## src/rtl/uart_rx.sv

```systemverilog
// uart_rx: 8N1 UART receiver with a two-flop input synchroniser, mid-bit sampling and a framing-error flag.
//   i_Clock        system clock, all logic on posedge
//   i_Reset_n      asynchronous active-low reset
//   i_Rx_Serial    asynchronous serial line, idles high
//   o_Rx_DV        one-cycle pulse, o_Rx_Byte holds a newly received good byte
//   o_Rx_Byte      last correctly framed byte, held until the next good frame
//   o_Rx_Active    high while a frame is being received (START through STOP)
//   o_Rx_Frame_Err one-cycle pulse, stop bit sampled low
module uart_rx #(
    parameter int CLKS_PER_BIT = -1
) (
    input  logic       i_Clock,
    input  logic       i_Reset_n,
    input  logic       i_Rx_Serial,
    output logic       o_Rx_DV,
    output logic [7:0] o_Rx_Byte,
    output logic       o_Rx_Active,
    output logic       o_Rx_Frame_Err
);
    localparam int CNT_SIZE = $clog2(CLKS_PER_BIT);
    localparam logic [CNT_SIZE-1:0] HALF = CNT_SIZE'((CLKS_PER_BIT - 1) / 2);
    localparam logic [CNT_SIZE-1:0] LAST = CNT_SIZE'(CLKS_PER_BIT - 1);

    typedef enum logic [2:0] {IDLE, START, DATA, STOP, CLEANUP} state_t;

    state_t              state_q, state_d;
    logic [CNT_SIZE-1:0] cnt_q, cnt_d;
    logic [2:0]          idx_q, idx_d;
    logic [7:0]          data_q, data_d;
    logic [7:0]          byte_q, byte_d;
    logic                dv_q, dv_d;
    logic                err_q, err_d;
    logic                active_q, active_d;
    logic                rx_meta_q, rx_q;

    always_comb begin
        state_d  = state_q;
        cnt_d    = cnt_q;
        idx_d    = idx_q;
        data_d   = data_q;
        byte_d   = byte_q;
        dv_d     = 1'b0;
        err_d    = 1'b0;
        active_d = active_q;
        case (state_q)
            IDLE: begin
                cnt_d    = '0;
                idx_d    = '0;
                active_d = 1'b0;
                if (!rx_q) begin
                    state_d  = START;
                    active_d = 1'b1;
                end
            end
            START: begin
                // Re-check the line at mid start bit so a short glitch is not taken as a frame.
                if (cnt_q == HALF) begin
                    cnt_d    = '0;
                    state_d  = rx_q ? IDLE : DATA;
                    active_d = !rx_q;
                end else begin
                    cnt_d = cnt_q + 1'b1;
                end
            end
            DATA: begin
                if (cnt_q == LAST) begin
                    cnt_d         = '0;
                    data_d[idx_q] = rx_q;
                    idx_d         = idx_q + 3'd1;
                    if (idx_q == 3'd7) state_d = STOP;
                end else begin
                    cnt_d = cnt_q + 1'b1;
                end
            end
            STOP: begin
                if (cnt_q == LAST) begin
                    cnt_d    = '0;
                    active_d = 1'b0;
                    state_d  = CLEANUP;
                    byte_d   = rx_q ? data_q : byte_q;
                    dv_d     = rx_q;
                    err_d    = !rx_q;
                end else begin
                    cnt_d = cnt_q + 1'b1;
                end
            end
            CLEANUP: begin
                // Wait for the line to return high so a held-low line is not read as 0x00 frames.
                if (rx_q) state_d = IDLE;
            end
            default: state_d = IDLE;
        endcase
    end

    always_ff @(posedge i_Clock or negedge i_Reset_n) begin
        if (!i_Reset_n) begin
            state_q   <= IDLE;
            cnt_q     <= '0;
            idx_q     <= '0;
            data_q    <= '0;
            byte_q    <= '0;
            dv_q      <= 1'b0;
            err_q     <= 1'b0;
            active_q  <= 1'b0;
            rx_meta_q <= 1'b1;
            rx_q      <= 1'b1;
        end else begin
            state_q   <= state_d;
            cnt_q     <= cnt_d;
            idx_q     <= idx_d;
            data_q    <= data_d;
            byte_q    <= byte_d;
            dv_q      <= dv_d;
            err_q     <= err_d;
            active_q  <= active_d;
            rx_meta_q <= i_Rx_Serial;
            rx_q      <= rx_meta_q;
        end
    end

    assign o_Rx_DV        = dv_q;
    assign o_Rx_Byte      = byte_q;
    assign o_Rx_Active    = active_q;
    assign o_Rx_Frame_Err = err_q;
endmodule
```

## config.mk

```make
export PLATFORM = sky130hd
export DESIGN_NAME = uart_rx
export DESIGN_NICKNAME = d
export VERILOG_FILES = /design/src/rtl/uart_rx.sv
export SDC_FILE = /design/constraint.sdc
export NUM_CORES = 1
export LEC_CHECK = 0
export ABC_AREA = 1
export CELL_PAD_IN_SITES_DETAIL_PLACEMENT = 1
export CELL_PAD_IN_SITES_GLOBAL_PLACEMENT = 1
export CORE_MARGIN = 8
export CORE_UTILIZATION = 48
export CTS_CLUSTER_DIAMETER = 200
export DETAILED_ROUTE_END_ITERATION = 10
export GPL_TIMING_DRIVEN = 0
export PLACE_DENSITY_LB_ADDON = 0.1
export SYNTH_ARGS = -nofsm -noshare
export SYNTH_HDL_FRONTEND = slang
export SYNTH_SLANG_ARGS = --single-unit
export TNS_END_PERCENT = 100
```

## constraint.sdc

```tcl
create_clock -name i_Clock -period 5 [get_ports i_Clock]
set_input_delay 0.75 -clock i_Clock [delete_from_list [all_inputs] [get_ports i_Clock]]
set_output_delay 0.75 -clock i_Clock [all_outputs]
set_load 0.02 [all_outputs]
```

==> flow_metrics.py <==
metrics = {
    "status": {
        "status": "finished, final reports clean",
    },
    "synth": {
        "synth_cell_type_count": 31,
        "synthArstFlopShare": 1.00,
        "ys_seq_elements": 59,
        "synthSimpleGateAreaFrac": 0.363,
        "synth_area_um2": 3300,
        "synth_xor_area_frac": 0.0583,
        "synth_top_family_by_area": "simple AND/OR/NAND/NOR gates",
        "synthAdderAreaFrac": 0.0152,
        "avgSynthCellArea_um2": 7.47,
        "seq_area_frac_synth": 0.448,
        "yosys_warnings": 0,
        "synth_compound_area_frac": 0.0576,
        "muxShareOfSynthArea": 0,
        "synthesis.nets": 449,
        "synth_edf_count": 0,
        "postSynthCellCount": 442,
        "ys.flop_type": "dfrtp_1",
    },
    "setup_path": {
        "r2r_cells": 9,
        "cpLargestDelayFamily": "buffers and inverters",
        "path_class": "register to output port",
        "cp_num_buf_inv": 1,
        "critPathMaxStageDelay_ns": 0.64,
        "crit_arrival_ns": 1.35,
        "end_kind": "output port",
        "crit_path_top_delay_cell": "clkdlybuf4s50_1",
        "r2r_start": "cnt_q[1]",
        "reg2reg_to": "cnt_q[18]",
        "worst-path-stages": 1,
        "crit_path_start_kind": "register",
        "path_cells": "clkdlybuf4s50_1",
        "crit_required_ns": 4.25,
        "r2r_setup_slack_ns": 3.10,
        "crit_fanout": 2,
    },
    "power": {
        "power_frac_seq": 0.508,
        "ir_drop_uv": 147,
        "p_sw_mw": 0.218,
        "leakagePower_nw": 1.70,
        "pwr-share-comb": 0.016,
        "switching_share": 0.231,
        "power.internal_mw": 0.725,
        "power_density_nw_per_um2": 251,
        "clock_power_share": 0.476,
    },
    "global_routing": {
        "grt_max_degree": 31,
        "grt_pass1_vias": 3188,
        "grt_use_total": 0.190,
        "grt_antenna_before_repair": 0,
        "grt_pass1_wl_mm": 14.9,
        "overflow": 0,
    },
    "clocking": {
        "max-clock-path-buffers": 2,
        "clk_pin_slew_ns": 0.08,
        "cts_root_buf": "clkbuf_8",
        "cts_made_buffers": 9,
        "clock_latency_ns": 0.34,
        "tritoncts": "yes",
        "numClockSinks": 59,
        "cts_hold_buf": 0,
        "post_cts_resized": 0,
        "cts_setup_buffers": 0,
        "cts_htree_levels": 3,
    },
    "final_layout": {
        "regArea_um2": 1480,
        "antenna_cells": 0,
        "drive_gt1_frac": 0.0996,
        "multi_input_area_um2": 1630,
        "fin_nets": 474,
        "finalNonFillerCells": 552,
        "fillCellCount": 875,
        "final_area_um2": 3750,
        "syn_to_final_growth_pct": 13.5,
        "mostFrequentLayoutCells": "164 x nand2_1, 57 x dfrtp_1, 41 x nor2_1",
        "final_common_cell": "nand2_1",
    },
    "worst_hold_path": {
        "hp-class": "register to register",
        "hold_end": "rx_q",
        "hold_path_startpoint": "rx_meta_q",
        "whs_path_depth": 0,
    },
    "timing": {
        "final-setup-viol-count": 0,
        "holdWs_ns": 0.357,
        "period_needed_ns": 2.10,
        "finalCritPeriodShare": 0.419,
        "slew_headroom": 0.528,
        "finalSetupTns_ns": 0,
        "final_hold_viol_count": 0,
        "tightest_slew_ns": 0.708,
        "clock_skew_ns": 0.00918,
        "rsz0062_at_grt": "false",
        "drv_slew": 0,
        "max_freq_mhz": 477,
    },
    "routing": {
        "route.met3.wl_um": 248,
        "wl_met2_mm": 4.59,
        "postRouteWirelength_mm": 8.76,
        "wl_met1_mm": 3.80,
        "dr.first_iter.drc_count": 68,
        "detail_route.drc_violations": 0,
        "num_vias": 2958,
        "top_layer": "met4",
        "wl_per_cell_um": 15.9,
        "drt_pass1_iterations": 4,
        "viasPerCell": 5.36,
        "antenna_left": 0,
    },
    "placed_design": {
        "dpl.hpwl_mm": 6.49,
        "numPlacedInstances": 536,
        "gp_congestion": 0.822,
        "place_area_um2": 3550,
        "io_buffers": 13,
    },
    "die": {
        "start_util": 0.492,
        "pin_count": 14,
        "die_h_um": 99.0,
        "num_rows": 30,
        "die-area_um2": 9790,
        "coreArea_um2": 6720,
        "die_w_um": 99.0,
    },
    "job": {
        "maxCapViolations": 0,
    },
}
-- flip-flops by register name (all words and copies together), names as in the netlist, 3 cells and up --
name / cells
cnt_q: 32
data_q: 8
idx_q: 3
o_Rx_Byte: 8
state_q: 3
-- worst max path at each step --
stage	startpoint	slack [ns]	to
global route	o_Rx_Byte[6]	2.88	o_Rx_Byte[6]
global placement	i_Reset_n	1.19	o_Rx_Byte[6]
detailed placement	cnt_q[1]	3.11	cnt_q[18]
finish	o_Rx_Byte[6]	2.90	o_Rx_Byte[6]
CTS	o_Rx_Byte[6]	2.89	o_Rx_Byte[6]
floorplan	cnt_q[1]	3.40	cnt_q[18]
-- routing by layer --
metal,up-vias,global-route usage
li1,1442,-
met1,1460,0.217
met2,42,0.345
met3,14,0.0317
met4,0,0.0685
met5,-,0
-- power groups by stage --
stage | Sequential [mW] | Clock (mW) | Combinational [mW]
floorplan | 0.488 | 0 | 0.00184
global placement | 0.489 | 0 | 0.0140
detailed placement | 0.489 | 0 | 0.0156
CTS | 0.479 | 0.456 | 0.0156
global route | 0.479 | 0.473 | 0.0175
finish | 0.479 | 0.449 | 0.0149
-- cells in the mapped netlist, drive strengths merged (3+ instances only) --
| cell | count | area share |
|---|---|---|
| clkbuf | 5 | 0.0057 |
| dfrtp | 57 | 0.43 |
| ha | 4 | 0.015 |
| inv | 39 | 0.044 |
| nand2 | 170 | 0.20 |
| nand3 | 40 | 0.067 |
| nand4 | 3 | 0.0057 |
| nor2 | 50 | 0.071 |
| nor3 | 9 | 0.014 |
| o21ai | 28 | 0.044 |
| xor2 | 20 | 0.053 |
-- worst register-to-register path: stages, from the launching register on --
cell,delay [ns]
dfrtp_1,0.42
ha_1,0.21
nand2_1,0.09
nor2_4,0.15
nand3_1,0.16
nor2_2,0.31
nand2_1,0.12
xor2_1,0.16
nand2_1,0.07
o21ai_1,0.07
-- cell type report --
class | count | area share
Sequential cell | 59 | 0.394
Clock buffer | 10 | 0.0367
Tap cell | 80 | 0.0267
Buffer | 7 | 0.0110
Inverter | 40 | 0.0404
Clock inverter | 6 | 0.0170
Multi-Input combinational cell | 336 | 0.435
Timing Repair Buffer | 14 | 0.0387
-- logic make-up after synthesis --
kind of cell,count (synthesis)
simple gates,275
flops,59
buf+inv,47
compound gates,35
xor+xnor,22
fa+ha+maj,4
-- through the flow --
step	util	power [mW]	worst slack, ns
global route	0.558	0.970	2.88
CTS	0.558	0.951	2.89
detailed placement	0.528	0.504	3.11
finish	0.558	0.943	2.90
floorplan	-	0.490	3.40
global placement	0.526	0.503	1.19
(Power assumes the default switching activity.)
